==> config.mk <==
export PLATFORM = sky130hd
export DESIGN_NAME = alu_seq_param
export DESIGN_NICKNAME = d
export VERILOG_FILES = /design/src/rtl/alu_seq_pkg.sv /design/src/rtl/adder_rca.sv /design/src/rtl/booth4_recoder.sv /design/src/rtl/alu_seq_param.sv
export SDC_FILE = /design/constraint.sdc
export NUM_CORES = 1
export LEC_CHECK = 0
export ABC_AREA = 0
export BUFFER_PORTS_ARGS = -buffer_cell sky130_fd_sc_hd__buf_2
export CAP_MARGIN = 0
export CORE_MARGIN = 4
export CORE_UTILIZATION = 60
export DETAILED_ROUTE_END_ITERATION = 7
export MAX_ROUTING_LAYER = met4
export PLACE_DENSITY = 0.78
export SKIP_LAST_GASP = 1
export SYNTH_ARGS = -nofsm -noshare
export SYNTH_HDL_FRONTEND = slang
export SYNTH_SLANG_ARGS = --single-unit
export TNS_END_PERCENT = 1
==> constraint.sdc <==
create_clock -name clk -period 8 [get_ports clk]
set_input_delay 0.4 -clock clk [delete_from_list [all_inputs] [get_ports clk]]
set_output_delay 0.4 -clock clk [all_outputs]
set_load 0.02 [all_outputs]
==> src/rtl/alu_seq_pkg.sv <==
// Shared definitions for the sequential ALU: operation codes, FSM state
// encoding and the radix-4 Booth digit layout.
package alu_seq_pkg;

   localparam logic [1:0] OP_ADD = 2'b00;
   localparam logic [1:0] OP_SUB = 2'b01;
   localparam logic [1:0] OP_MUL = 2'b10;
   localparam logic [1:0] OP_DIV = 2'b11;

   localparam logic [2:0] IDLE   = 3'd0;
   localparam logic [2:0] LOAD_Y = 3'd1;
   localparam logic [2:0] EXEC   = 3'd2;
   localparam logic [2:0] OUT_HI = 3'd3;
   localparam logic [2:0] OUT_LO = 3'd4;

   // One Booth digit in {0, +-1, +-2} form: magnitude is 0, 1 or 2 times X.
   typedef struct packed {
      logic zero;
      logic neg;
      logic two;
   } booth_digit_t;

endpackage

==> src/rtl/adder_rca.sv <==
// Ripple-carry adder; subtraction is done by the caller inverting b and
// setting carry_in.
module adder_rca #(
   parameter int unsigned WIDTH = 8
) (
   input  logic [WIDTH-1:0] a,
   input  logic [WIDTH-1:0] b,
   input  logic             carry_in,
   output logic [WIDTH-1:0] sum,
   output logic             carry_out
);

   logic [WIDTH:0] c;

   always_comb begin
      c    = '0;
      sum  = '0;
      c[0] = carry_in;
      for (int unsigned i = 0; i < WIDTH; i++) begin
         sum[i]   = a[i] ^ b[i] ^ c[i];
         c[i+1]   = (a[i] & b[i]) | (c[i] & (a[i] ^ b[i]));
      end
      carry_out = c[WIDTH];
   end

endmodule

==> src/rtl/booth4_recoder.sv <==
// Radix-4 Booth recoder: {y[i+1], y[i], y[i-1]} to a signed digit in {0, +-X, +-2X}.
module booth4_recoder
   import alu_seq_pkg::*;
(
   input  logic [2:0]   bits,
   output booth_digit_t digit
);

   always_comb begin
      digit      = '0;
      digit.zero = (bits == 3'b000) || (bits == 3'b111);
      digit.neg  = bits[2] & ~(bits[1] & bits[0]);
      digit.two  = (bits == 3'b011) || (bits == 3'b100);
   end

endmodule

==> src/rtl/alu_seq_param.sv <==
// Sequential ALU: add/sub in one cycle, signed radix-4 Booth multiply and
// unsigned restoring division iterated in EXEC, results returned as hi/lo beats.
module alu_seq_param
   import alu_seq_pkg::*;
#(
   parameter int unsigned WIDTH = 8
) (
   input  logic             clk,
   input  logic             reset,
   input  logic             BEGIN,
   input  logic [1:0]       op_code,
   input  logic [WIDTH-1:0] inbus,
   output logic [WIDTH-1:0] outbus,
   output logic             out_valid,
   output logic             busy,
   output logic             END,
   output logic             div_by_zero,
   output logic [2:0]       state_debug
);

   localparam int unsigned N  = WIDTH + 2;
   localparam int unsigned CW = $clog2(WIDTH) + 1;
   localparam logic [CW-1:0] MUL_LAST = CW'(WIDTH / 2 - 1);
   localparam logic [CW-1:0] DIV_LAST = CW'(WIDTH - 1);

   logic [2:0]       state, state_nxt;
   logic [1:0]       op_r;
   logic [WIDTH-1:0] xr, yr;
   logic [N-1:0]     acc;
   logic             y_m1;
   logic [CW-1:0]    cnt;
   logic             dbz_r, busy_r, valid_r;

   logic             exec_done;
   booth_digit_t     digit;
   logic [N-1:0]     pp_mag;
   logic [N-1:0]     add_a, add_b, add_sum;
   logic             add_cin, add_co;
   logic [WIDTH:0]   rem_sh;
   logic [WIDTH-1:0] hi, lo;

   booth4_recoder u_recoder (
      .bits  ({yr[1], yr[0], y_m1}),
      .digit (digit)
   );

   adder_rca #(.WIDTH(N)) u_adder (
      .a         (add_a),
      .b         (add_b),
      .carry_in  (add_cin),
      .sum       (add_sum),
      .carry_out (add_co)
   );

   // For DIV, xr holds the divisor and yr shifts the dividend out / quotient in.
   always_comb begin
      add_a   = '0;
      add_b   = '0;
      add_cin = 1'b0;
      pp_mag  = '0;
      rem_sh  = {acc[WIDTH-1:0], yr[WIDTH-1]};
      case (op_r)
         OP_ADD: begin
            add_a = {2'b00, xr};
            add_b = {2'b00, yr};
         end
         OP_SUB: begin
            add_a   = {2'b00, xr};
            add_b   = ~{2'b00, yr};
            add_cin = 1'b1;
         end
         OP_MUL: begin
            if (!digit.zero)
               pp_mag = digit.two ? {xr[WIDTH-1], xr, 1'b0} : {{2{xr[WIDTH-1]}}, xr};
            add_a   = acc;
            add_b   = digit.neg ? ~pp_mag : pp_mag;
            add_cin = digit.neg;
         end
         default: begin
            add_a   = {1'b0, rem_sh};
            add_b   = ~{2'b00, xr};
            add_cin = 1'b1;
         end
      endcase
   end

   always_comb begin
      exec_done = 1'b1;
      case (op_r)
         OP_MUL:  exec_done = (cnt == MUL_LAST);
         OP_DIV:  exec_done = dbz_r || (cnt == DIV_LAST);
         default: exec_done = 1'b1;
      endcase
   end

   always_comb begin
      state_nxt = state;
      case (state)
         IDLE:    if (BEGIN) state_nxt = LOAD_Y;
         LOAD_Y:  state_nxt = EXEC;
         EXEC:    if (exec_done) state_nxt = OUT_HI;
         OUT_HI:  state_nxt = OUT_LO;
         OUT_LO:  state_nxt = IDLE;
         default: state_nxt = IDLE;
      endcase
   end

   always_ff @(posedge clk or negedge reset) begin
      if (!reset) begin
         state   <= IDLE;
         op_r    <= '0;
         xr      <= '0;
         yr      <= '0;
         acc     <= '0;
         y_m1    <= 1'b0;
         cnt     <= '0;
         dbz_r   <= 1'b0;
         busy_r  <= 1'b0;
         valid_r <= 1'b0;
      end else begin
         state   <= state_nxt;
         busy_r  <= (state_nxt != IDLE);
         valid_r <= (state_nxt == OUT_HI) || (state_nxt == OUT_LO);
         case (state)
            IDLE: begin
               if (BEGIN) begin
                  xr    <= inbus;
                  op_r  <= op_code;
                  dbz_r <= 1'b0;
               end
            end
            LOAD_Y: begin
               cnt  <= '0;
               acc  <= '0;
               y_m1 <= 1'b0;
               if (op_r == OP_DIV) begin
                  yr    <= xr;
                  xr    <= inbus;
                  dbz_r <= (inbus == '0);
               end else begin
                  yr <= inbus;
               end
            end
            EXEC: begin
               cnt <= cnt + CW'(1);
               case (op_r)
                  OP_ADD, OP_SUB: acc <= add_sum;
                  OP_MUL: begin
                     acc  <= {{2{add_sum[N-1]}}, add_sum[N-1:2]};
                     yr   <= {add_sum[1:0], yr[WIDTH-1:2]};
                     y_m1 <= yr[1];
                  end
                  default: begin
                     // carry out of R - Y means no borrow: keep difference, quotient bit 1
                     if (!dbz_r) begin
                        acc <= add_co ? {2'b00, add_sum[WIDTH-1:0]} : {2'b00, rem_sh[WIDTH-1:0]};
                        yr  <= {yr[WIDTH-2:0], add_co};
                     end
                  end
               endcase
            end
            default: ;
         endcase
      end
   end

   always_comb begin
      hi = acc[WIDTH-1:0];
      lo = yr;
      case (op_r)
         OP_ADD, OP_SUB: begin
            hi = {{(WIDTH-1){1'b0}}, acc[WIDTH]};
            lo = acc[WIDTH-1:0];
         end
         OP_DIV: begin
            if (dbz_r) begin
               hi = yr;
               lo = '1;
            end
         end
         default: ;
      endcase
   end

   assign outbus      = (state == OUT_HI) ? hi : (state == OUT_LO) ? lo : '0;
   assign END         = (state == OUT_LO);
   assign out_valid   = valid_r;
   assign busy        = busy_r;
   assign div_by_zero = dbz_r;
   assign state_debug = state;

endmodule

# After elaboration in Yosys (flattened, before gate mapping)
# Cells that the tools add are included.
dict set report word_totals {
  regBits 39
  in_bits 13
  word_cells 138
}
dict set report classes {
  n_addsub 1
  n_eq_ne 20
  mux 34
  bitwise_logic 56
  reduce_logical 17
}
# op n
set op_table {}
lappend op_table {{8-bit two-way mux} 10}
lappend op_table {{8-bit case mux with 2 select lines} 5}
lappend op_table {{10-bit case mux with 2 select lines} 3}
lappend op_table {{10-bit two-way mux} 4}
lappend op_table {{10-bit case mux with 3 select lines} 1}
lappend op_table {{1-bit AND} 22}
lappend op_table {{8-bit inverter with 10-bit output} 2}
lappend op_table {{1-bit XOR} 20}
lappend op_table {{3-bit by 2-bit equality test with 1-bit output (second input constant)} 4}
lappend op_table {{3-bit equality test (second input constant)} 4}
lappend op_table {{3-bit case mux with 4 select lines} 1}
lappend op_table {{10-bit inverter} 1}
lappend op_table {{1-bit bitwise OR} 10}
lappend op_table {{8-bit zero test} 1}
lappend op_table {{2-bit inequality test (second input constant)} 4}
lappend op_table {{1-bit case mux with 2 select lines} 4}
lappend op_table {{4-bit case mux with 2 select lines} 1}
lappend op_table {{3-bit zero test} 2}
lappend op_table {{3-bit two-way mux} 2}
lappend op_table {{2-bit AND reduction} 3}
lappend op_table {{3-bit AND reduction} 2}
lappend op_table {{4-bit by 1-bit adder with 4-bit output (second input constant)} 1}
lappend op_table {{2-bit equality test (second input constant)} 2}
lappend op_table {{4-bit by 2-bit equality test with 1-bit output (second input constant)} 1}
lappend op_table {{other kinds (12)} 18}

# Depth between registers and ports, before layout
# Gate-level depths: netlist (run 1).
dict set report logic_depth {
  depth_word 33
  mapped_depth 22
  depth_no_buf 19
}

# Hierarchy
# From an unflattened synthesis (run 1), not the netlist that was laid out.
dict set report unflattened {
  cells_unflattened 352
  hier_area_um2 3138.0
}
# mod n_inst cells_each area_per_inst_um2 seq_area_each_um2
set by_module_without_submodules {}
lappend by_module_without_submodules {alu_seq_param 1 325 2862.7 975.9}
lappend by_module_without_submodules {adder_rca 1 20 237.7 0.0}
lappend by_module_without_submodules {booth4_recoder 1 7 37.5 0.0}

# Worst setup path after synthesis (run 1)
# No wires, ideal clock.
dict set report synth_timing {
  path_kind {register to register}
  from {register op_r[1]}
  to {register acc[0]}
  setup_ns 0.079
  arrival_ns 5.555
  t_required_ns 7.921
  slack_ns 2.366
  stages_incl_launch_ff 22
  n_path_buf 5
  path_cell_list {dfrtp_1 -> buf_2 -> buf_2 -> buf_2 -> buf_1 -> a21oi_1 -> fa_1 -> fa_1 -> fa_1 -> fa_1 -> fa_1 -> fa_1 -> fa_1 -> fa_1 -> inv_1 -> fa_1 -> fa_1 -> clkbuf_1 -> inv_1 -> a21oi_1 -> o22ai_1 -> mux2i_1}
}
dict set report synth_via {
  elab_chain_cells 28
  elab_cells_between_ends 55
}
# element line
set synth_rtl {}
lappend synth_rtl {{start, declared} alu_seq_param.sv:27} ;# logic [1:0] op_r;
lappend synth_rtl {{start signal, assigned} alu_seq_param.sv:128} ;# op_r <= op_code;
lappend synth_rtl {{2-bit by 1-bit equality test with 1-bit output / 2-bit zero test (equally long branches)} {alu_seq_param.sv:62, alu_seq_param.sv:146}}
lappend synth_rtl {{2-bit OR reduction (no source line)} -}
lappend synth_rtl {{10-bit case mux with 2 select lines} alu_seq_param.sv:62} ;# case (op_r)
lappend synth_rtl {{1-bit XOR} {adder_rca.sv:20, adder_rca.sv:21}}
lappend synth_rtl {{1-bit AND} adder_rca.sv:21} ;# c[i+1] = (a[i] & b[i]) | (c[i] & (a[i] ^ b[i]));
lappend synth_rtl {{1-bit bitwise OR} adder_rca.sv:21}
lappend synth_rtl {{1-bit AND} adder_rca.sv:21}
lappend synth_rtl {{1-bit bitwise OR} adder_rca.sv:21}
lappend synth_rtl {{(+12 left out)} -}
lappend synth_rtl {{1-bit AND} adder_rca.sv:21}
lappend synth_rtl {{1-bit bitwise OR} adder_rca.sv:21}
lappend synth_rtl {{1-bit AND} adder_rca.sv:21}
lappend synth_rtl {{1-bit bitwise OR} adder_rca.sv:21}
lappend synth_rtl {{8-bit two-way mux} alu_seq_param.sv:156} ;# acc <= add_co ? {2'b00, add_sum[WIDTH-1:0]} : {2'b00, rem_sh[WIDTH-1:0]};
lappend synth_rtl {{10-bit two-way mux} alu_seq_param.sv:155} ;# if (!dbz_r) begin
lappend synth_rtl {{10-bit case mux with 2 select lines} alu_seq_param.sv:146} ;# case (op_r)
lappend synth_rtl {{10-bit case mux with 2 select lines} alu_seq_param.sv:124} ;# case (state)
lappend synth_rtl {{end signal, assigned} alu_seq_param.sv:147} ;# OP_ADD, OP_SUB: acc <= add_sum;
lappend synth_rtl {{end signal, assigned} alu_seq_param.sv:149} ;# acc <= {{2{add_sum[N-1]}}, add_sum[N-1:2]};
lappend synth_rtl {{end signal, assigned} alu_seq_param.sv:156}
lappend synth_rtl {{end, declared} alu_seq_param.sv:29} ;# logic [N-1:0] acc;
# Parallel ways exist; a longest one is shown, timed or not. The select of a mux whose other input is x is not followed.
# A chain may end at the register's enable or synchronous reset.

# Worst setup path in the final report (run 1)
dict set report layout_timing {
  from {register op_r[0]}
  to {register acc[1]}
}
dict set report layout_via {
  elab_chain_cells 28
  elab_cells_between_ends 55
}
# element line
set layout_rtl {}
lappend layout_rtl {{2-bit by 1-bit equality test with 1-bit output / 2-bit zero test (equally long branches)} {alu_seq_param.sv:62, alu_seq_param.sv:146}}
lappend layout_rtl {{2-bit OR reduction (no source line)} -}
lappend layout_rtl {{10-bit case mux with 2 select lines} alu_seq_param.sv:62}
lappend layout_rtl {{1-bit XOR} adder_rca.sv:21}
lappend layout_rtl {{1-bit AND} adder_rca.sv:21}
lappend layout_rtl {{1-bit bitwise OR} adder_rca.sv:21}
lappend layout_rtl {{1-bit AND} adder_rca.sv:21}
lappend layout_rtl {{1-bit bitwise OR} adder_rca.sv:21}
lappend layout_rtl {{(+12 left out)} -}
lappend layout_rtl {{1-bit AND} adder_rca.sv:21}
lappend layout_rtl {{1-bit bitwise OR} adder_rca.sv:21}
lappend layout_rtl {{1-bit AND} adder_rca.sv:21}
lappend layout_rtl {{1-bit bitwise OR} adder_rca.sv:21}
lappend layout_rtl {{8-bit two-way mux} alu_seq_param.sv:156}
lappend layout_rtl {{10-bit two-way mux} alu_seq_param.sv:155}
lappend layout_rtl {{10-bit case mux with 2 select lines} alu_seq_param.sv:146}
lappend layout_rtl {{10-bit case mux with 2 select lines} alu_seq_param.sv:124}
# Parallel ways exist; a longest one is shown, timed or not. The select of a mux whose other input is x is not followed.

==> results of run 1 <==
==> logic make-up after synthesis <==
logic type | count (synthesis)
adder cells (fa/ha/maj) | 11
flip-flops | 39
multiplexers | 37
buffers and inverters | 42
AO/OA/AOI/OAI | 113
AND/OR/NAND/NOR | 128
XOR/XNOR | 15
==> synth_stat cells (2+ instances only) <==
master     number
inv_1          10
o22ai_1        16
mux2_1          9
buf_1           2
nand3_1         7
nor2_1         32
nand3b_1        2
o211ai_1        2
nand2b_1        2
o21ai_0        27
nand2_1        48
mux2i_1        19
dfrtp_1        39
a22o_1          2
mux2_2          9
or3_1           5
buf_6           2
o221ai_1        4
a21oi_1        13
a31oi_1        14
nor4_1          2
nor3_1          3
fa_1           10
and2_1          4
xnor2_1        13
o22a_1          2
buf_2          17
a2111oi_0       4
o21a_1          5
a211oi_1       10
clkbuf_1        9
nor2b_1         4
or3b_1          4
and3_1          8
==> state kept, by name (all words and copies together), names as in the netlist, 2 cells and up <==
| signal | count |
|---|---|
| acc | 10 |
| yr | 8 |
| xr | 8 |
| cnt | 4 |
| op_r | 2 |
| state_debug | 3 |
==> per-layer routing <==
| metal | up-vias | wire, µm | GRT usage, % |
|---|---|---|---|
| li1 | 1412 | - | - |
| met3 | 11 | 666 | 4.605 |
| met4 | 0 | 95 | 7.309 |
| met1 | 1461 | 3843 | 41.72 |
| met5 | - | 0 | - |
| met2 | 144 | 4266 | 44.35 |
==> area by class of cell <==
class	count	area, µm²	area share (%)
timing repair buffer	30	157.7	4.552
inverter	12	45.04	1.301
clock inverter	3	20.02	0.5780
clock buffer	5	68.82	1.987
multi-input combinational	304	2106	60.80
tap	70	87.58	2.529
sequential	39	978.4	28.25
==> stage by stage <==
| stage | cells | instance area (µm²) |
|---|---|---|
| 3_5_place_dp | 455 | 3374 |
| 4_1_cts | 463 | 3463 |
| 5_1_grt | 463 | 3463 |
| 2_1_floorplan | 385 | 3276 |
| 3_3_place_gp | 455 | 3374 |
| 6_report | 463 | 3463 |
==> placed cells by master (no fill, tap or decap), drive strengths merged, types with 11 or more instances in the layout <==
cell	synthesis	routed
nor2	33	33
dfrtp	39	39
a31oi	14	14
a21oi	14	14
nand2	49	49
mux2i	19	19
o22ai	16	16
buf	21	30
mux2	18	18
inv	11	11
o21ai	28	28
xnor2	14	14
==> worst min-delay path by stage <==
stage | startpoint | endpoint | slack (ps) | cells after the start
detailed placement | cnt[3]$_DFFE_PN0P_ | cnt[3]$_DFFE_PN0P_ | 480 | 1
finish | reset | acc[5]$_DFFE_PN0P_ | 210 | 1
CTS | reset | acc[5]$_DFFE_PN0P_ | 240 | 1
global route | reset | acc[0]$_DFFE_PN0P_ | 280 | 1
global placement | cnt[3]$_DFFE_PN0P_ | cnt[3]$_DFFE_PN0P_ | 480 | 1
floorplan | reset | acc[0]$_DFFE_PN0P_ | 100 | 0
==> impl_metrics.ini, run 1 <==
[sta]
fmax_ghz = 0.1660
hold_ws_ps = 206.9
slew_headroom_pct = 41.49
tightest_slew_ps = 877.6
tns_ps = 0
setup_violations = 0
fin_ws_ps = 1975
drv_slew = 0
finalCritPeriodShare_pct = 75.31
clock_skew_ps = 6.106
rsz0062_at_grt = no
min_period_ps = 6025
hold_violations = 0

[layout]
fin_util_pct = 66.54
nNetsFinal = 416
drive_above_1_share_pct = 14.76
area_growth_pct = 5.730
fillCellCount = 423
antenna_cells = 0

[clock_tree]
cts_tree = yes
cts-htree-levels = 2
numCtsBuffers = 5
holdBufCountCts = 0
post_cts_resize_count = 0
cts_sinks = 39
post-cts-setup-buffers = 0
path_clk_slew_ps = 80
clockBufferDepth = 2
clock_latency_ps = 300
root_buffer = clkbuf_8

[setup_path]
cp.depth = 18
r2r-start = op_r[0]$_DFFE_PN0P_
worst_path_largest_cell_delay_ps = 730
crit_arrival_ps = 6250
critical_path_peak_fanout = 25
crit_type = flip-flop to flip-flop
critical_path.top_delay_family = adder cells
startpoint = op_r[0]$_DFFE_PN0P_
cp_cell_sequence = inv_1 -> a21boi_0 -> o22ai_1 -> fa_1 -> fa_1 -> fa_1 -> fa_1 -> fa_1 -> fa_1 -> fa_1 -> fa_1 -> inv_1 -> fa_1 -> fa_1 -> inv_1 -> a21oi_1 -> o22ai_1 -> mux2i_1
r2r_cells = 18
r2r_end = acc[1]$_DFFE_PN0P_
crit_required_ps = 8220
endpoint = acc[1]$_DFFE_PN0P_
r2r_setup_slack_ps = 1970
cp-start-kind = flip-flop
crit_buf_inv = 3
cp_common_cell = fa_1
slowest_stage = dfrtp_2
cp-end-kind = flip-flop

[synthesis]
ys_seq_area_share_pct = 29.79
synth_xor_area_share_pct = 4.240
synth-seq-cells = 39
synth_top_family_by_area = compound AO/OA/AOI/OAI gates
synth-simple-area-share_pct = 18.72
yosys_most_used_dff = dfrtp_1
avgSynthCellArea_um2 = 8.508
synth_cells = 385
synth_nets = 409
ys_types = 60
syn_area_um2 = 3276
synth_edf_count = 0
synth_top_area_cell = dfrtp_1
synth_top_area_share_pct = 29.79
synthMuxAreaShare_pct = 11.99
synth_fa_ha_area_share_pct = 6.494
synthArstFlopShare_pct = 100.0
ys_warn_count = 0
synthTopCellsByArea = dfrtp_1 (30%), fa_1 (6.1%), mux2i_1 (5.8%)
synth_compound_area_share_pct = 22.84

[global_routing]
grt_pass1_wl_um = 14510
grt_pass1_vias = 2729
overflow = 0
grt_max_degree = 65
track_usage_pct = 29.45
grt_antenna_before_repair = 0

[floorplanning]
die-area_um2 = 6705
die_h_um = 81.89
pin_count = 28
core_area_um2 = 5205
core.rowCount = 26
initial_core_util_pct = 62.93
chipWidth_um = 81.89

[drt]
ant_nets = 0
drc_errors = 0
wl_per_cell_um = 19.16
wl_um = 8871
dr_total_vias = 3028
drt_iter0_drc = 291
first_pass_iters = 5
post_drt_via_cell_ratio = 6.540

[placement]
io_buffer_count = 27
gp_congestion = 1.012
hpwl_um = 6174
pre_cts_ws_ps = 2086

[run_status]
status = complete, no violations

[run]
cap_violations = 0

[hold_path]
hold_class = input port to async pin
Power of run 1 is not shown: default switching activity piles up to over one toggle a cycle in this logic, so the estimate is an artifact.
==> inputs of run 2 (changes only) <==
==> constraint.sdc (replaced) <==
create_clock -name clk -period 6 [get_ports clk]
set_input_delay 0.3 -clock clk [delete_from_list [all_inputs] [get_ports clk]]
set_output_delay 0.3 -clock clk [all_outputs]
set_load 0.02 [all_outputs]
==> run 2 against run 1 <==
Maximum frequency is 5.4% higher; final cell count grew 1.3%; die area did not move.
==> impl_metrics.ini, run 2 (synthesis results as in run 1) <==
[run_status]
status = complete, no violations

[global_routing]
grt_antenna_before_repair = 0
grt_pass1_wl_um = 14800
track_usage_pct = 30.32
overflow = 0
grt_max_degree = 41
grt_pass1_vias = 2877

[placement]
io_buffer_count = 27
gp_congestion = 0.9928
hpwl_um = 6563
dpl.cell_count = 461

[sta]
min_period_ps = 5716
setup_violations = 0
hold_violations = 0
clock_skew_ps = 14.02
tightest_slew_ps = 866.5
fmax_ghz = 0.1750
rsz0062_at_grt = no
finalCritPeriodShare_pct = 95.26
slew_headroom_pct = 42.24
drv_slew = 0
tns_ps = 0

[drt]
ant_nets = 0
wl_per_cell_um = 19.58
wl_um = 9185
drt_iter0_drc = 312
drc_errors = 0
dr_total_vias = 3101
first_pass_iters = 5
post_drt_via_cell_ratio = 6.612

[setup_path]
critical_path_peak_fanout = 10
slowest_stage = dfrtp_1
cp_common_cell = fa_1
r2r-start = yr[0]$_DFFE_PN0P_
startpoint = yr[0]$_DFFE_PN0P_
critical_path.top_delay_family = adder cells
crit_required_ps = 6180
cp_cell_sequence = nor2_1 -> xnor2_1 -> a21boi_0 -> o22ai_1 -> fa_1 -> fa_1 -> fa_1 -> fa_1 -> fa_1 -> fa_1 -> fa_1 -> fa_1 -> inv_1 -> fa_1 -> fa_1 -> inv_1 -> mux2i_1 -> a21oi_1 -> mux2_2
cp-end-kind = flip-flop
crit_arrival_ps = 5900
cp-start-kind = flip-flop
crit_type = flip-flop to flip-flop
crit_buf_inv = 2
worst_path_largest_cell_delay_ps = 500

[clock_tree]
clockBufferDepth = 2
path_clk_slew_ps = 80
holdBufCountCts = 0
root_buffer = clkbuf_8
numCtsBuffers = 5
cts_tree = yes
cts-htree-levels = 2
post_cts_resize_count = 0
post-cts-setup-buffers = 0
clock_latency_ps = 290
cts_sinks = 39

[floorplanning]
core.rowCount = 26
die_h_um = 81.89
core_area_um2 = 5205
initial_core_util_pct = 62.93
die-area_um2 = 6705
chipWidth_um = 81.89
pin_count = 28

[layout]
nNetsFinal = 422
antenna_cells = 0
area_growth_pct = 7.066
final_cells = 469
reg.largest.list = acc: 10 flops, xr: 8 flops, yr: 8 flops
drive_above_1_share_pct = 16.29
final_common_cell = nand2_1
top_register = acc
fillCellCount = 470
largest_register_ffs = 10
final_cell_mix = nand2_1 (48), dfrtp_1 (37), nor2_1 (32), o21ai_0 (27), buf_2 (27)

[run]
cap_violations = 0

[hold_path]
hold_class = input port to async pin
[run 2: cell count changes in the layout (fill, tap and decap cells not counted), sizes merged]
cell      delta
buf          +6
clkinv       +2
clkinvlp     -2
[run 2: area by class of cell]
cell class                      count  area, µm²  share of cell area, %
Clock buffer                        5      68.82                  1.962
Clock inverter                      3      15.01                 0.4281
Inverter                           12      45.04                  1.284
Multi-Input combinational cell    304       2110                  60.15
Sequential cell                    39      978.4                  27.90
Tap cell                           70      87.58                  2.497
Timing Repair Buffer               36      202.7                  5.780
[run 2: metrics by stage]
| step | area (µm²) | worst slack [ps] | hold WS [ps] | util (%) |
|---|---|---|---|---|
| 6_report | 3507 | 284.3 | 107.5 | 67.38 |
| 4_1_cts | 3503 | 275.1 | 136.4 | 67.31 |
| 2_1_floorplan | 3276 | 365.6 | 4.409 | - |
| 5_1_grt | 3507 | 47.83 | 168.9 | 67.38 |
| 3_5_place_dp | 3420 | 319.2 | 461.7 | 65.70 |
| 3_3_place_gp | 3420 | 445.8 | 450.5 | 65.70 |
[run 2: path summary, 6_finish.rpt]
check                                 endpoint  slack, ps  cells after the start
setup / recovery             yr[0]$_DFFE_PN0P_        280                     19
hold / removal              acc[2]$_DFFE_PN0P_        110                      1
setup reg to reg             yr[0]$_DFFE_PN0P_        280                     19
hold reg to reg             cnt[3]$_DFFE_PN0P_        500                      1
max in group asynchronous  op_r[0]$_DFFE_PN0P_       5270                      1
min in group clk           op_r[0]$_DFFE_PN0P_        220                      3
[run 2: routing by layer]
metal | share of wire (%) | track usage [%] | vias to the layer above
li1 | - | - | 1433
met1 | 43 | 41.23 | 1472
met2 | 46 | 46.20 | 173
met3 | 8.0 | 4.057 | 23
met4 | 3.1 | 11.46 | 0
met5 | 0 | - | -
Power of run 2 is left out for the same reason.
==> inputs of run 3 (changes only) <==
--- a/config.mk
+++ b/config.mk
@@ -8,11 +8,13 @@
 export ABC_AREA = 0
 export BUFFER_PORTS_ARGS = -buffer_cell sky130_fd_sc_hd__buf_2
 export CAP_MARGIN = 0
+export CELL_PAD_IN_SITES_DETAIL_PLACEMENT = 1
+export CELL_PAD_IN_SITES_GLOBAL_PLACEMENT = 2
 export CORE_MARGIN = 4
-export CORE_UTILIZATION = 60
+export CORE_UTILIZATION = 40
 export DETAILED_ROUTE_END_ITERATION = 7
 export MAX_ROUTING_LAYER = met4
-export PLACE_DENSITY = 0.78
+export PLACE_DENSITY = 0.84
 export SKIP_LAST_GASP = 1
 export SYNTH_ARGS = -nofsm -noshare
 export SYNTH_HDL_FRONTEND = slang
==> constraint.sdc (replaced) <==
create_clock -name clk -period 6.6 [get_ports clk]
set_input_delay 0.33 -clock clk [delete_from_list [all_inputs] [get_ports clk]]
set_output_delay 0.33 -clock clk [all_outputs]
set_load 0.02 [all_outputs]
==> run 3 against run 2 <==
Clock skew shrank 1.2 ps; routed wire length rose by 15%; sequential share of layout area shrank 0.26 points; global-route usage shrank 7.2 points; final area rose by 0.93%; sequential cell count unchanged; hold slack gained 47 ps; non-clock buffer count decreased by 2; highest routed layer unchanged.
==> impl_metrics.ini, run 3 (synthesis results as in run 1) <==
[clock_tree]
post_cts_resize_count = 0
post-cts-setup-buffers = 0
clock_latency_ps = 300
cts_sinks = 39
cts_tree = yes
cts-htree-levels = 2
path_clk_slew_ps = 90
clockBufferDepth = 2
numCtsBuffers = 5
root_buffer = clkbuf_8
holdBufCountCts = 0

[floorplanning]
core_area_um2 = 7848
core.rowCount = 32
pin_count = 28
die-area_um2 = 9701
die_h_um = 98.50
initial_core_util_pct = 41.74
chipWidth_um = 98.50

[drt]
ant_nets = 0
post_drt_via_cell_ratio = 6.142
drt_iter0_drc = 171
met2WireLength_um = 5105
first_pass_iters = 4
wl_um = 10550
drc_errors = 0
wl_per_cell_um = 21.13
top_layer = met4
wl_met3_um = 487
met1_length_um = 4810
dr_total_vias = 3065

[layout]
final_common_cell = nand2_1
ff_latch_area_um2 = 978.4
top_register = acc
fillCellCount = 960
antenna_cells = 0
reg.largest.list = acc: 10 flops, xr: 8 flops, yr: 8 flops
drive_above_1_share_pct = 15.37
nNetsFinal = 420
multi_input_area_um2 = 2106
final_cell_mix = nand2_1 (48), dfrtp_1 (37), nor2_1 (32), o21ai_0 (27), buf_2 (27)
area_growth_pct = 8.059
largest_register_ffs = 10

[setup_path]
worst_path_largest_cell_delay_ps = 790
crit_required_ps = 6820
crit_type = flip-flop to flip-flop
cp-end-kind = flip-flop
critical_path_peak_fanout = 18
cp_cell_sequence = xnor2_1 -> a21boi_0 -> o22ai_1 -> fa_1 -> fa_1 -> fa_1 -> fa_1 -> fa_1 -> fa_1 -> fa_1 -> fa_1 -> inv_1 -> fa_1 -> fa_1 -> inv_1 -> a21oi_1 -> o221ai_1 -> o21ai_0
cp_common_cell = fa_1
cp-start-kind = flip-flop
slowest_stage = dfrtp_1
crit_arrival_ps = 6130

[sta]
hold_violations = 0
fmax_ghz = 0.1694
rsz0062_at_grt = no
tightest_slew_ps = 926.4
fin_ws_ps = 697.5
drv_slew = 0
tns_ps = 0
slew_headroom_pct = 38.24
setup_violations = 0
clock_skew_ps = 12.79
min_period_ps = 5903
finalCritPeriodShare_pct = 89.43

[run]
cap_violations = 0

[hold_path]
hold_class = input port to async pin

[placement]
gp_congestion = 0.9088
hpwl_um = 7645
io_buffer_count = 27
pre_cts_ws_ps = 761.4

[global_routing]
overflow = 0
grt_pass1_vias = 3084
track_usage_pct = 23.15
grt_max_degree = 40
grt_pass1_wl_um = 17400
grt_antenna_before_repair = 0

[run_status]
status = complete, no violations
[run 3: area by class of cell]
cell class / count / share of cell area, %
timing repair buffer: 34 / 5.302
clock buffer: 7 / 2.439
multi-input combinational: 304 / 59.49
sequential: 39 / 27.64
tap: 102 / 3.606
clock inverter: 1 / 0.2474
inverter: 12 / 1.273
[run 3: metal layers]
layer	track usage [%]	vias up
li1	-	1428
met1	32.34	1554
met2	36.56	73
met3	2.477	10
met4	5.042	0
met5	-	-
[run 3: metrics by stage]
stage	util [%]	area, µm²	std cells	hold slack [ps]
2_1_floorplan	-	3276	385	34.41
3_3_place_gp	43.89	3445	491	476.5
3_5_place_dp	43.89	3445	491	502.4
4_1_cts	45.11	3540	499	191.9
5_1_grt	45.11	3540	499	218.3
6_report	45.11	3540	499	155.0
[run 3: worst paths after layout]
kind	start	endpoint	slack, ps	depth (start not counted)
worst max-delay path	yr[1]$_DFFE_PN0P_	acc[4]$_DFFE_PN0P_	700	18
worst min-delay path	reset	acc[0]$_DFFE_PN0P_	150	1
worst max register to register	yr[1]$_DFFE_PN0P_	acc[4]$_DFFE_PN0P_	700	18
worst min register to register	cnt[3]$_DFFE_PN0P_	cnt[3]$_DFFE_PN0P_	510	1
max in group asynchronous	reset	op_r[0]$_DFFE_PN0P_	5790	1
min in group clk	op_code[1]	op_r[1]$_DFFE_PN0P_	250	3
[run 3: worst max-delay path: cells and delay by family, from the launching register on]
family / cells / cell delay, ps
adders and majority gates: 10 / 3680
AOI/OAI and AO/OA: 5 / 1010
DFF: 1 / 790
buffers and inverters: 2 / 200
xor gates and xnor gates: 1 / 140
Power of run 3 is left out for the same reason.
